[config.mk]
export PLATFORM = sky130hd
export DESIGN_NAME = k423_id_scoreboard
export DESIGN_NICKNAME = d
export VERILOG_FILES = /design/src/rtl/k423_id_scoreboard_pkg.sv /design/src/rtl/k423_sb_cnt.sv /design/src/rtl/k423_id_scoreboard.sv
export SDC_FILE = /design/constraint.sdc
export NUM_CORES = 1
export LEC_CHECK = 0
export CAP_MARGIN = 30
export CORE_UTILIZATION = 55
export CTS_CLUSTER_DIAMETER = 200
export DETAILED_ROUTE_END_ITERATION = 16
export GPL_TIMING_DRIVEN = 0
export PLACE_DENSITY = 0.85
export SLEW_MARGIN = 20
export SYNTH_ARGS = -nofsm -noshare
export SYNTH_HDL_FRONTEND = slang
export SYNTH_SLANG_ARGS = --single-unit
[constraint.sdc]
create_clock -name clk_i -period 3.7 [get_ports clk_i]
set_input_delay 0.74 -clock clk_i [delete_from_list [all_inputs] [get_ports clk_i]]
set_output_delay 0.74 -clock clk_i [all_outputs]
set_load 0.01 [all_outputs]
[src/rtl/k423_id_scoreboard_pkg.sv]
// Shared core widths and scoreboard defaults for the k423 decode stage.
// Imported by the scoreboard top and its per-register counter.
package k423_id_scoreboard_pkg;

   localparam int CORE_XLEN     = 32;
   localparam int INST_RSDIDX_W = 5;
   localparam int SB_CNT_W      = 2;
   localparam int SB_REG_NUM    = 32;

endpackage

[src/rtl/k423_sb_cnt.sv]
// Per-register pending-write counter: saturating up/down with a synchronous
// clear and a combinational flag for a decrement arriving at zero.
module k423_sb_cnt
   import k423_id_scoreboard_pkg::*;
#(
   parameter int CNT_W = SB_CNT_W
) (
   input  logic i_clk,
   input  logic i_rst_n,
   input  logic i_inc,
   input  logic i_dec,
   input  logic i_clr,
   output logic o_pend,
   output logic o_full,
   output logic o_err
);

   localparam logic [CNT_W-1:0] CNT_MAX = '1;

   logic [CNT_W-1:0] r_cnt;

   always_ff @(posedge i_clk or negedge i_rst_n) begin
      if (!i_rst_n) begin
         r_cnt <= '0;
      end else if (i_clr) begin
         r_cnt <= '0;
      end else if (i_inc && !i_dec && (r_cnt != CNT_MAX)) begin
         r_cnt <= r_cnt + 1'b1;
      end else if (i_dec && !i_inc && (r_cnt != '0)) begin
         r_cnt <= r_cnt - 1'b1;
      end
   end

   assign o_pend = (r_cnt != '0);
   assign o_full = (r_cnt == CNT_MAX);
   // A writeback that meets an empty counter is spurious unless it is being flushed.
   assign o_err  = i_dec & ~i_clr & (r_cnt == '0);

endmodule

[src/rtl/k423_id_scoreboard.sv]
// Decode-stage register scoreboard: tracks outstanding writes per register and
// gates the ID->EX valid/ready pair on RAW hazards and saturated destinations.
module k423_id_scoreboard
   import k423_id_scoreboard_pkg::*;
#(
   parameter int REG_NUM = SB_REG_NUM,
   parameter int CNT_W   = SB_CNT_W
) (
   input  logic                     clk_i,
   input  logic                     rst_n_i,
   input  logic                     id_vld_i,
   input  logic                     ex_rdy_i,
   input  logic                     rs1_vld_i,
   input  logic                     rs2_vld_i,
   input  logic                     rd_vld_i,
   input  logic [INST_RSDIDX_W-1:0] rs1_idx_i,
   input  logic [INST_RSDIDX_W-1:0] rs2_idx_i,
   input  logic [INST_RSDIDX_W-1:0] rd_idx_i,
   input  logic                     wb_vld_i,
   input  logic [INST_RSDIDX_W-1:0] wb_idx_i,
   input  logic                     flush_i,
   output logic                     id_vld_o,
   output logic                     id_rdy_o,
   output logic                     stall_o,
   output logic                     busy_o,
   output logic                     err_o
);

   // Handshake: an instruction moves ID->EX on a cycle where id_vld_o and
   // ex_rdy_i are both high; id_rdy_o tells fetch the ID slot frees this cycle.

   logic [REG_NUM-1:0] w_pend;
   logic [REG_NUM-1:0] w_full;
   logic [REG_NUM-1:0] w_err;
   logic               w_stall;
   logic               w_fire;
   logic               r_err;

   // x0 is hardwired zero, so it never pends, saturates or errors.
   assign w_pend[0] = 1'b0;
   assign w_full[0] = 1'b0;
   assign w_err[0]  = 1'b0;

   for (genvar g = 1; g < REG_NUM; g++) begin : g_cnt
      localparam logic [INST_RSDIDX_W-1:0] IDX = INST_RSDIDX_W'(g);

      k423_sb_cnt #(.CNT_W(CNT_W)) u_cnt (
         .i_clk   (clk_i),
         .i_rst_n (rst_n_i),
         .i_inc   (w_fire & rd_vld_i & (rd_idx_i == IDX)),
         .i_dec   (wb_vld_i & (wb_idx_i == IDX)),
         .i_clr   (flush_i),
         .o_pend  (w_pend[g]),
         .o_full  (w_full[g]),
         .o_err   (w_err[g])
      );
   end

   // Hazards are judged on registered counts only; a same-cycle writeback
   // releases the stall one cycle later.
   assign w_stall = id_vld_i & ((rs1_vld_i & w_pend[rs1_idx_i]) |
                                (rs2_vld_i & w_pend[rs2_idx_i]) |
                                (rd_vld_i  & w_full[rd_idx_i]));
   assign w_fire  = id_vld_i & ex_rdy_i & ~w_stall;

   always_ff @(posedge clk_i or negedge rst_n_i) begin
      if (!rst_n_i) begin
         r_err <= 1'b0;
      end else if (|w_err) begin
         r_err <= 1'b1;
      end
   end

   assign stall_o  = w_stall;
   assign id_vld_o = id_vld_i & ~w_stall;
   assign id_rdy_o = ~id_vld_i | (~w_stall & ex_rdy_i);
   assign busy_o   = |w_pend;
   assign err_o    = r_err;

endmodule

== Word level (Yosys, flattened, before mapping) ==
Index checks and enable logic that the tools add are counted.

* Flip-flop bits (word level): 63
* Bits in latches: 0
* Memory bits (writable): 0
* Bits in read-only memories: 0
* Input port bits: 29
* Output and inout bits: 5
* Word-level logic and storage cells: 740
* Memories: 0

* Add/subtract/negate cells: 62
* $mul: 0
* Divide/modulo/power cells: 0
* Magnitude comparators: 3
* Equality and inequality tests: 124
* Shift-type cells: 0
* Muxes and demuxes: 99
* Bitwise gates (word level): 139
* Reduce and logical (&&, ||, !) cells: 281

{| class="wikitable"
|+ Operator list
! operator !! count
|-
| $mux W2 || 93
|-
| $eq A5 B5 Y1 const B || 32
|-
| $and A1 B1 Y1 || 133
|-
| $logic_and A1 B1 Y1 || 124
|-
| $reduce_bool A3 Y1 || 31
|-
| $eq A5 B4 Y1 const B || 16
|-
| $add A2 B1 Y2 const B || 31
|-
| $eq A2 B2 Y1 const B || 31
|-
| $logic_not A1 Y1 || 62
|-
| $logic_not A2 Y1 || 31
|-
| $ne A2 B2 Y1 const B || 31
|-
| $reduce_bool A2 Y1 || 31
|-
| $reduce_or A31 Y1 || 2
|-
| $sub A2 B1 Y2 const B || 31
|-
| $eq A5 B3 Y1 const B || 8
|-
| $eq A5 B2 Y1 const B || 4
|-
| $lt A5 B6 Y1 const B || 3
|-
| $bmux W1 S5 || 3
|-
| $eq A5 B1 Y1 const B || 2
|-
| $mux W1 || 3
|-
| $not A1 Y1 || 3
|-
| $or A1 B1 Y1 || 3
|}

== Depth between registers and ports, before layout ==
* Depth after elaboration: 17
* Gate-level depth with buffers: 11
* Mapped depth without buffers: 8

== Cells and area by module ==
A second synthesis with hierarchy kept.

* Cells, all modules: 681
* Area, all modules: 6,137.1 um2

{| class="wikitable"
|+ By module, submodules not included
! module !! instances !! cells each !! area each (um2) !! sequential area each (um2)
|-
| k423_sb_cnt at g_cnt[10].u_cnt ... || 30 || 15 || 142.6 || 50.0
|-
| k423_id_scoreboard || 1 || 216 || 1,710.4 || 25.0
|-
| k423_sb_cnt at g_cnt[9].u_cnt || 1 || 15 || 147.6 || 50.0
|}

== Worst setup path after synthesis ==
No wires, ideal clock.

* Path kind: input to output
* Start: input rs1_idx_i[1]
* End: output id_vld_o
* Data arrival time: 2.654 ns
* Slack: 0.306 ns
* Stages on the path: 8
* Path buffers: 2
* Cell sequence: buf_2 -> mux4_2 -> o21ai_1 -> nor2_1 -> o311ai_4 -> nor2_1 -> buf_2 -> and2_1

* Cells in the longest elaborated chain, start to end: 8

{| class="wikitable"
|+ Ends and longest elaborated chain
! what !! RTL line !! text
|-
| start: declaration || k423_id_scoreboard.sv:16 || <nowiki>input logic [INST_RSDIDX_W-1:0] rs1_idx_i,</nowiki>
|-
| $bmux W1 S5 || k423_id_scoreboard.sv:61 || <nowiki>assign w_stall = id_vld_i & ((rs1_vld_i & w_pend[rs1_idx_i]) |</nowiki>
|-
| $mux W1 (not written as such) || k423_id_scoreboard.sv:61 ||
|-
| $and A1 B1 Y1 || k423_id_scoreboard.sv:61 ||
|-
| $or A1 B1 Y1 || k423_id_scoreboard.sv:61 ||
|-
| $or A1 B1 Y1 || k423_id_scoreboard.sv:62 || <nowiki>(rs2_vld_i & w_pend[rs2_idx_i]) |</nowiki>
|-
| $and A1 B1 Y1 || k423_id_scoreboard.sv:61 ||
|-
| $not A1 Y1 || k423_id_scoreboard.sv:75 || <nowiki>assign id_vld_o = id_vld_i & ~w_stall;</nowiki>
|-
| $and A1 B1 Y1 || k423_id_scoreboard.sv:75 ||
|-
| end: declaration || k423_id_scoreboard.sv:22 || <nowiki>output logic id_vld_o,</nowiki>
|}

Every way passes these cells. The select of a mux whose other input is x is not followed.

== Final worst setup path ==
* Start: register g_cnt[15].u_cnt.r_cnt[0]
* End: output id_vld_o

* Cells in the longest elaborated chain, start to end: 9
* Elaborated cells between the ends (all ways): 16
* Those cells by class: eq/ne: 1; mux: 6; bitwise: 8; reduce/logical: 1

{| class="wikitable"
|+ Ends and longest elaborated chain
! what !! RTL line !! text
|-
| start: declaration || k423_sb_cnt.sv:20 || <nowiki>logic [CNT_W-1:0] r_cnt;</nowiki>
|-
| start signal: assignment || k423_sb_cnt.sv:28 || <nowiki>r_cnt <= r_cnt + 1'b1;</nowiki>
|-
| start signal: assignment || k423_sb_cnt.sv:30 || <nowiki>r_cnt <= r_cnt - 1'b1;</nowiki>
|-
| $reduce_bool A2 Y1 || k423_sb_cnt.sv:34 || <nowiki>assign o_pend = (r_cnt != '0);</nowiki>
|-
| $bmux W1 S5, on equally long branches || k423_id_scoreboard.sv:61, k423_id_scoreboard.sv:62 ||
|-
| $mux W1, on equally long branches || k423_id_scoreboard.sv:61, k423_id_scoreboard.sv:62 ||
|-
| $and A1 B1 Y1, on equally long branches || k423_id_scoreboard.sv:61, k423_id_scoreboard.sv:62 ||
|-
| $or A1 B1 Y1 || k423_id_scoreboard.sv:61 ||
|-
| $or A1 B1 Y1 * || k423_id_scoreboard.sv:62 ||
|-
| $and A1 B1 Y1 * || k423_id_scoreboard.sv:61 ||
|-
| $not A1 Y1 * || k423_id_scoreboard.sv:75 ||
|-
| $and A1 B1 Y1 * || k423_id_scoreboard.sv:75 ||
|}

Every way passes the cells marked *; elsewhere a longest branch is shown, timed or not. The select of a mux whose other input is x is not followed.

==> impl_metrics.prom <==
# TYPE chip_impl_metric gauge
chip_impl_metric{name="drt_iter0_drc",unit=""} 1015
chip_impl_metric{name="p_per_area",unit="nW/µm²"} 263
chip_impl_metric{name="synthCells",unit=""} 768
chip_impl_info{name="violated_checks",value="negative setup slack"} 1
chip_impl_metric{name="remaining_drc_errors",unit=""} 0
chip_impl_info{name="classification_of_the_worst_setup_path",value="register to primary output"} 1
chip_impl_metric{name="detail_route.wl_per_cell",unit="µm"} 25.1
chip_impl_metric{name="io-pin-count",unit=""} 34
chip_impl_metric{name="hold_viol",unit=""} 0
chip_impl_info{name="critical_path.startpoint_type",value="register"} 1
chip_impl_metric{name="synthesized_cell_area",unit="µm²"} 5840
chip_impl_metric{name="clkTransAtPathRegs",unit="ns"} 0.08
chip_impl_metric{name="die-width",unit="µm"} 105
chip_impl_metric{name="synth_largest_type_area_fraction",unit="%"} 27.0
chip_impl_info{name="status",value="finished with violations"} 1
chip_impl_metric{name="floorplan.rows",unit=""} 37
chip_impl_metric{name="route.detailed.vias_per_inst",unit=""} 7.35
chip_impl_metric{name="critPathArrivalTime",unit="ns"} 3.00
chip_impl_metric{name="slew-limit-headroom",unit="%"} 36.1
chip_impl_metric{name="internal-power",unit="mW"} 1.21
chip_impl_metric{name="design.die.area",unit="µm²"} 11000
chip_impl_metric{name="die_h",unit="µm"} 105
chip_impl_metric{name="met3_length",unit="µm"} 3180
chip_impl_metric{name="part_of_the_power_in_the_clock_network",unit="%"} 40.0
chip_impl_info{name="timing.critical_path.to_type",value="primary output"} 1
chip_impl_metric{name="max_freq",unit="GHz"} 0.267
chip_impl_info{name="rr_startpoint",value="g_cnt[10].u_cnt.r_cnt[0]$_DFFE_PN0P_"} 1
chip_impl_metric{name="worst-slew-pin-transition",unit="ns"} 0.952
chip_impl_metric{name="cts-buffers-inserted",unit=""} 9
chip_impl_metric{name="largest_net_degree_at_the_start_of_global_routing",unit=""} 39
chip_impl_info{name="regToRegEndpoint",value="g_cnt[16].u_cnt.r_cnt[0]$_DFFE_PN0P_"} 1
chip_impl_metric{name="via_count",unit=""} 7088
chip_impl_metric{name="grt_pass1_vias",unit=""} 6733
chip_impl_metric{name="layout-area-overhead-vs-synth",unit="%"} 16.0
chip_impl_info{name="crit_path_cell_trace",value="nand2_1 > mux4_2 > a32oi_1 > or4b_4 > nand3_4 > buf_4 > nor2_4 > buf_8 > and2_1 > clkdlybuf4s15_1"} 1
chip_impl_metric{name="quantity_of_i_o_buffers_inserted_on_ports",unit=""} 27
chip_impl_metric{name="standby_leakage_power",unit="nW"} 2.62
chip_impl_metric{name="post-dp-hpwl",unit="µm"} 17700
chip_impl_metric{name="grt_pass1_wl",unit="µm"} 37600
chip_impl_metric{name="yosys_warnings",unit=""} 0
chip_impl_metric{name="final_net_count",unit=""} 853
chip_impl_metric{name="number_of_nets_in_the_synthesized_netlist",unit=""} 797
chip_impl_metric{name="final_min_period_over_clock_period",unit="%"} 101
chip_impl_metric{name="synth-edff-count",unit=""} 0
chip_impl_metric{name="cap_viol_max_count",unit=""} 0
chip_impl_info{name="synth-main-ff-cell",value="dfrtp_1"} 1
chip_impl_metric{name="antenna_violating_nets_post_route",unit=""} 0
chip_impl_metric{name="p_total",unit="mW"} 1.78
chip_impl_metric{name="synth-async-reset-ratio",unit="%"} 100
chip_impl_info{name="yosys.area.top_type",value="dfrtp_1"} 1
chip_impl_metric{name="yosysUniqueCellTypes",unit=""} 76
chip_impl_metric{name="setup_viol_count_final",unit=""} 2
chip_impl_metric{name="clock_latency",unit="ns"} 0.37
chip_impl_metric{name="setup_tns",unit="ns"} -0.0788
chip_impl_info{name="critical-path-slowest-cell",value="or4b_4"} 1
chip_impl_metric{name="synthesized_area_per_cell",unit="µm²"} 7.60
chip_impl_metric{name="postSynthRegisterBits",unit=""} 63
chip_impl_metric{name="drtPass1Iterations",unit=""} 6
chip_impl_metric{name="final-max-slew-violation-count",unit=""} 0
chip_impl_metric{name="worstPathMaxFanout",unit=""} 5
chip_impl_metric{name="p_sw_share",unit="%"} 31.7
chip_impl_metric{name="final.setup_skew",unit="ns"} 0.00707
chip_impl_metric{name="core_area",unit="µm²"} 10300
chip_impl_info{name="yosys-top-cells-count",value="nand2_1, nor2_1, dfrtp_1, nor3_1, a21oi_1"} 1
chip_impl_metric{name="timing.critical_path.required",unit="ns"} 2.96
chip_impl_info{name="ys_top_cells_by_area",value="dfrtp_1, nand2_1, nor2_1, nor3_1, mux4_2"} 1
chip_impl_info{name="yosys.cell_count.top_type",value="nand2_1"} 1
chip_impl_info{name="worstHoldPathType",value="input pin to asynchronous set/reset pin"} 1
chip_impl_metric{name="clock_sinks",unit=""} 63
chip_impl_metric{name="initial_utilization",unit="%"} 56.5
chip_impl_metric{name="setup.reg_to_reg.worst_slack",unit="ns"} 0.16
chip_impl_metric{name="gr-total-overflow",unit=""} 0
chip_impl_info{name="cts_tree",value="done"} 1
chip_impl_metric{name="r2r_cells",unit=""} 12
chip_impl_metric{name="drive_gt1_share",unit="%"} 14.2
chip_impl_info{name="root_buffer",value="clkbuf_8"} 1
chip_impl_metric{name="global_route_usage_sum",unit="%"} 45.4
chip_impl_metric{name="combinational_group_share_of_total_power",unit="%"} 21.2
chip_impl_metric{name="share_seq_of_total_power",unit="%"} 38.8
chip_impl_metric{name="setup_ws",unit="ns"} -0.0405
chip_impl_metric{name="met2WireLength",unit="µm"} 10300
chip_impl_metric{name="worst_case_clock_buffer_depth",unit=""} 2
chip_impl_metric{name="clock_tree.htree_level_count",unit=""} 3
chip_impl_metric{name="switching_power",unit="µW"} 565
chip_impl_metric{name="initial_antenna_violation_count",unit=""} 1
chip_impl_metric{name="gp_congestion",unit=""} 1.06
chip_impl_info{name="route.top_layer_used",value="met4"} 1
chip_impl_metric{name="worst_path_largest_cell_delay",unit="ns"} 0.53
chip_impl_metric{name="yosysSeqAreaShare",unit="%"} 27.0
chip_impl_metric{name="max_vdd_drop",unit="mV"} 0.197
chip_impl_metric{name="post_route_minimum_period",unit="ns"} 3.74
chip_impl_metric{name="detail_route.wirelength",unit="µm"} 24200
chip_impl_metric{name="antenna-diode-count",unit=""} 0
chip_impl_metric{name="detail_route.wirelength.met1",unit="µm"} 8820
[flip-flops by register name, indices dropped and copies added (netlist names)]
register,cells
err_o,1
g_cnt.u_cnt.r_cnt,62
[stage by stage]
stage | worst slack (ns) | hold WS, ns | util [%] | std cells | cell area [µm²]
6_report | -0.0405 | 0.277 | 65.6 | 965 | 6770
5_1_grt | -0.0515 | 0.312 | 65.6 | 965 | 6770
4_1_cts | -0.0000253 | 0.301 | 64.9 | 962 | 6710
3_5_place_dp | -1.28 | 0.468 | 61.0 | 932 | 6290
3_3_place_gp | -1.30 | 0.465 | 60.8 | 931 | 6280
2_1_floorplan | 0.306 | 0.444 | - | 768 | 5840
[timing repair]
action | CTS | global route
pin swaps | 8 | 7
buffers inserted | 14 | 2
gates resized for setup | 48 | 26
hold buffers | 0 | 0
gates cloned | 0 | 0
endpoints found under the setup margin | 25 | 4
[how the worst max path moves through the flow]
stage,startpoint,endpoint,slack [ns]
floorplan,rs1_idx_i[1],id_vld_o,0.31
global placement,rd_idx_i[0],id_vld_o,-1.30
detailed placement,rd_idx_i[0],id_rdy_o,-1.28
CTS,rd_idx_i[0],id_rdy_o,-0.00003
global route,rd_idx_i[1],id_vld_o,-0.05
finish,g_cnt[15].u_cnt.r_cnt[0]$_DFFE_PN0P_,id_vld_o,-0.04
[logic make-up (layout without fill, tap and decap cells)]
family | count (synthesis) | after routing | synth area share [%]
AO/OA/AOI/OAI | 181 | 181 | 22.3
multiplexers | 20 | 20 | 6.35
buffers and inverters | 61 | 122 | 5.04
flip-flops | 63 | 63 | 27.0
AND/OR/NAND/NOR | 433 | 433 | 37.8
XOR/XNOR | 10 | 10 | 1.50
[critical path: cells and delay by family (launching register included)]
family / cells / cell delay, ns
buffers and inverters: 3 / 0.47
AND/OR/NAND/NOR: 5 / 0.97
flip-flops: 1 / 0.45
multiplexers: 1 / 0.50
AO/OA/AOI/OAI: 1 / 0.22
[power by group through the flow]
stage / Combinational [mW] / Sequential, mW / Clock (mW)
final: 0.377 / 0.690 / 0.712
after global routing: 0.392 / 0.691 / 0.739
after CTS: 0.353 / 0.690 / 0.713
after detailed placement: 0.320 / 0.704 / 0
after global placement: 0.313 / 0.704 / 0
after floorplan: 0.181 / 0.704 / 0
[layout make-up]
cell class	count	area, µm²
multi-input cells	644	4100
fillers	862	3550
flip-flops and latches	63	1580
repair buffers	45	383
plain buffers	49	279
well taps	136	170
clock buffers	10	138
clock inverters	6	83.8
inverters	12	45.0
[placed cells by master (no fill, tap or decap), types with 7 or more instances in the layout]
cell and count:
mux2_2 7, a221oi_1 13, a22oi_1 9, nand3b_1 7, mux4_2 9, and2_1 19, buf_2 10, nor2b_1 17
clkbuf_8 10, nand4_1 12, nand3_1 27, dfrtp_1 62, nand2_1 116, clkdlybuf4s50_1 17, nor2_1 89, inv_1 9
nor3_1 56, nor4b_1 12, o211ai_1 14, a21oi_1 33, o21bai_1 10, xnor2_1 9, clkbuf_1 25, nor4_1 20
buf_4 25, o21ai_0 34, and3_1 17
[metal layers]
metal | global-route usage, % | vias to the layer above
met4 | 33.3 | 0
met2 | 67.3 | 600
met5 | 0 | -
met1 | 57.0 | 3313
li1 | - | 3012
met3 | 11.7 | 163
(Power assumes the default switching activity.)
==> variant 1, RTL diff (same settings) <==
Change the package constant `INST_RSDIDX_W` from 5 to 6.
--- a/src/rtl/k423_id_scoreboard_pkg.sv
+++ b/src/rtl/k423_id_scoreboard_pkg.sv
@@ -4,5 +4,5 @@
 
    localparam int CORE_XLEN     = 32;
-   localparam int INST_RSDIDX_W = 5;
+   localparam int INST_RSDIDX_W = 6;
    localparam int SB_CNT_W      = 2;
    localparam int SB_REG_NUM    = 32;
Interface: changed (resized rd_idx_i, rs1_idx_i, rs2_idx_i and wb_idx_i); port bits go from 34 to 38. The function was not compared with the original's and may differ.
==> variant 1 against the original RTL <==
- worst setup slack better by 0.12 ns
- area after synthesis up 0.92%
- routed wire length up 7.4%
- sequential cell count unchanged
- sequential power about the same
- design area up 2.3%
- power down 6.0%
- critical path type is now input pin to primary output
==> variant 1: results (changes against the original RTL) <==
- Layout cells sized above 1: 17.5% (was 14.2%)
- Net Sw Power: 0.560 mW (was 0.565 mW)
- Family with the most delay on the worst path: buffers and inverters (was simple AND/OR/NAND/NOR gates)
- Mapped Nets: 759 (was 797)
- Gr usage total: 47.5% (was 45.4%)
- Largest cells by area after synthesis: dfrtp_1, nor2_1, mux4_2 (was dfrtp_1, nand2_1, nor2_1)
- Complex-gate fraction of the synthesized area: 25.8% (was 22.3%)
- DR vias: 7056 (was 7088)
- Xor/xnor share of the synthesized area: 3.57% (was 1.50%)
- Setup bufs post-CTS: 16 (was 14)
- Final Skew: 0.0138 ns (was 0.00707 ns)
- Worst-path fanout max: 10 (was 5)
- VDD IR-drop max: 0.000293 V (was 0.000197 V)
- CTS Buf Count: 9 (unchanged)
- Worst reg2reg path endpoint: g_cnt[22].u_cnt.r_cnt[0]$_DFFE_PN0P_ (was g_cnt[16].u_cnt.r_cnt[0]$_DFFE_PN0P_)
- Post-synth top cells: nor2_1, dfrtp_1, nand2_1 (was nand2_1, nor2_1, dfrtp_1)
- IO Port Bufs: 27 (unchanged)
- RR Startpoint: g_cnt[27].u_cnt.r_cnt[0]$_DFFE_PN0P_ (was g_cnt[10].u_cnt.r_cnt[0]$_DFFE_PN0P_)
- Layout Nets: 814 (was 853)
- Yosys warns: 0 (unchanged)
- Clock Latency Late Sink: 0.39 ns (was 0.37 ns)
- DRT Pass-1 Iters: 9 (was 6)
- First-pass GRT wire length: 38800 um (was 37600 um)
- Initial antenna violation count: 0 (was 1)
- Post-synthesis sequential area ratio: 26.8% (was 27.0%)
- Post_cts resized: 101 (was 48)
- Largest net degree at the start of global routing: 36 (was 39)
- GP Congestion: 1.01 (was 1.06)
- Most flops, register: g_cnt.u_cnt.r_cnt (unchanged)
- Status: completed (was complete, but fails checks)
- R2R Setup Slk: 0.31 ns (was 0.16 ns)
- Pleak: 2.56 nW (was 2.62 nW)
- Post-synthesis mux area share: 4.76% (was 6.35%)
- Post-DRT Antenna Nets: 0 (unchanged)
- Max incr delay on CP: 0.65 ns (was 0.53 ns)
- Max cap viols: 0 (unchanged)
- Number of different library cells in the post-synthesis netlist: 71 (was 76)
- HP Class: input pin to async pin (unchanged)
- Crit path DAT: 2.88 ns (was 3.00 ns)
- Critical Path Slowest Stage Cell: clkdlybuf4s50_1 (was or4b_4)
- FF-to-FF path depth: 11 (was 12)
- Final wirelength: 26000 um (was 24200 um)
- Setup WS pre-CTS: -1.73 ns (was -1.28 ns)
- Period utilisation layout: 97.8% (was 101%)
- Relative slew slack: 29.7% (was 36.1%)
- Detailed-placement wirelength estimate: 18400 um (was 17700 um)
- Clock root buffer: clkbuf_8 (unchanged)
- Vias in the first global route: 6628 (was 6733)
- DRT iter0 DRCs: 1019 (was 1015)
- Max reg flops: 62 (unchanged)
## variant 1: power by group through the flow
stage	clock, mW	sequential [mW]	combinational, mW
global placement	0	0.703	0.304
detailed placement	0	0.703	0.309
floorplan	0	0.703	0.161
global route	0.631	0.690	0.380
finish	0.609	0.690	0.373
CTS	0.613	0.690	0.351
## variant 1: kinds of logic (layout without fill, tap and decap cells)
group / after synthesis / after routing
AO/OA/AOI/OAI: 211 / 211
XOR/XNOR: 24 / 24
buffers and inverters: 63 / 122
flip-flops: 63 / 63
multiplexers: 14 / 14
AND/OR/NAND/NOR: 351 / 351
## variant 1: cell type report
type                       instances  area [sq um]
multi-input combinational        600          4190
timing repair buffer              46           405
inverter                          15          58.8
fill                             886          3440
tap                              136           170
sequential                        63          1580
clock buffer                      10           128
buffer                            46           352
clock inverter                     5          50.0
## variant 1: how the worst max path moves through the flow
stage | from | to | depth (start not counted)
detailed placement | rd_idx_i[2] | id_rdy_o | 12
CTS | rd_idx_i[0] | id_rdy_o | 13
global placement | rd_idx_i[2] | id_vld_o | 11
finish | rd_idx_i[4] | id_rdy_o | 12
global route | g_cnt[14].u_cnt.r_cnt[0]$_DFFE_PN0P_ | id_rdy_o | 12
floorplan | rs1_idx_i[3] | stall_o | 9
## variant 1: per-stage QoR
| step | hold WS [ns] | std cells | cell area, sq um |
|---|---|---|---|
| floorplan | 0.444 | 726 | 5890 |
| global placement | 0.463 | 889 | 6330 |
| detailed placement | 0.470 | 890 | 6350 |
| CTS | 0.285 | 921 | 6920 |
| global route | 0.312 | 921 | 6930 |
| finish | 0.285 | 921 | 6930 |
## variant 1: routing by layer
layer,GRT usage (%),vias to the layer above,part of all wire (%)
met4,32.3,0,7.5
met3,15.8,170,14
met2,71.0,615,43
met1,58.0,3346,35
li1,-,2925,-
met5,0,-,0
==> variant 2, RTL diff (config.mk and constraints unchanged) <==
Without the edit above. Put one more register stage on the output `err_o`, cleared by the reset. The value now appears one clock later. The other outputs are not delayed to match.
--- a/src/rtl/k423_id_scoreboard.sv
+++ b/src/rtl/k423_id_scoreboard.sv
@@ -76,5 +76,11 @@
    assign id_rdy_o = ~id_vld_i | (~w_stall & ex_rdy_i);
    assign busy_o   = |w_pend;
-   assign err_o    = r_err;
+   always_ff @(posedge clk_i or negedge rst_n_i) begin
+      if (!rst_n_i) begin
+         err_o <= '0;
+      end else begin
+         err_o <= r_err;
+      end
+   end
 
 endmodule
Function: changed (Yosys sat finds a counterexample within 4 cycles, from zero or initial values and one cycle with rst_n_i low).
==> variant 2 against the original RTL <==
- power shrank 8.1%
- sequential cell count grew 1
- sequential share of layout area grew 1.4 points
- register-to-register slack gained 0.19 ns
- routed wire length shrank 5.6%
- worst setup slack gained 0.12 ns
- design area shrank 4.2%
- area after synthesis shrank 4.3%
- largest cell class unchanged
==> variant 2: results (changes against the original RTL) <==
- Status: completed (was complete, but fails checks)
- Worst-path fanout max: 7 (was 5)
- Layout cells sized above 1: 15.8% (was 14.2%)
- Relative slew slack: 44.6% (was 36.1%)
- Worst Setup EP: id_rdy_o (was id_vld_o)
- Xor/xnor share of the synthesized area: 2.35% (was 1.50%)
- Max incr delay on CP: 0.60 ns (was 0.53 ns)
- Final wirelength: 22900 um (was 24200 um)
- Post-synth top cells: nor2_1, nand2_1, dfrtp_1 (was nand2_1, nor2_1, dfrtp_1)
- Number of different library cells in the post-synthesis netlist: 65 (was 76)
- Pleak: 2.50 nW (was 2.62 nW)
- Post-synthesis sequential area ratio: 28.7% (was 27.0%)
- Fmax: 0.276 GHz (was 0.267 GHz)
- Post-synthesis mux area share: 4.61% (was 6.35%)
- Placed Area: 6040 sq um (was 6290 sq um)
- Vias in the first global route: 6004 (was 6733)
- Worst reg2reg path endpoint: g_cnt[13].u_cnt.r_cnt[0]$_DFFE_PN0P_ (was g_cnt[16].u_cnt.r_cnt[0]$_DFFE_PN0P_)
- GP Congestion: 0.984 (was 1.06)
- Top cell type's share of synthesized area: 28.7% (was 27.0%)
- Crit path DAT: 2.88 ns (was 3.00 ns)
- Routed vias/inst: 7.32 (was 7.35)
- Core Util, Final: 66.1% (was 65.6%)
- Setup WS pre-CTS: -1.82 ns (was -1.28 ns)
- Mapped Nets: 745 (was 797)
- Pwr dens: 252 nW/um^2 (was 263 nW/um^2)
## variant 2: timing repair
action	4_1_cts	5_1_grt
gates cloned	1	0
buffers inserted	8	1
setup endpoints to repair	30	3
gates resized for setup	80	26
pin swaps	8	8
## variant 2: metal layers
| metal | part of all wire, % | GRT usage (%) |
|---|---|---|
| met1 | 38 | 58.1 |
| met2 | 44 | 66.9 |
| met3 | 13 | 13.2 |
| met4 | 5.6 | 26.2 |
| met5 | 0 | 0 |
## variant 2: kinds of logic (layout without fill, tap and decap cells)
group | count (synthesis) | after routing
xor gates and xnor gates | 15 | 15
other | 0 | 1
buffers and inverters | 51 | 100
and+or+nand+nor | 355 | 355
AOI/OAI and AO/OA | 216 | 216
muxes | 15 | 15
DFF | 64 | 64
## variant 2: cell type report
class	count	share of cell area, %
Multi-Input combinational cell	601	60.2
Sequential cell	64	24.7
Timing Repair Buffer	38	5.42
Buffer	34	3.68
Tap cell	133	2.57
Clock buffer	11	2.33
Inverter	13	0.752
Clock inverter	4	0.309
Antenna cell	1	0.0386
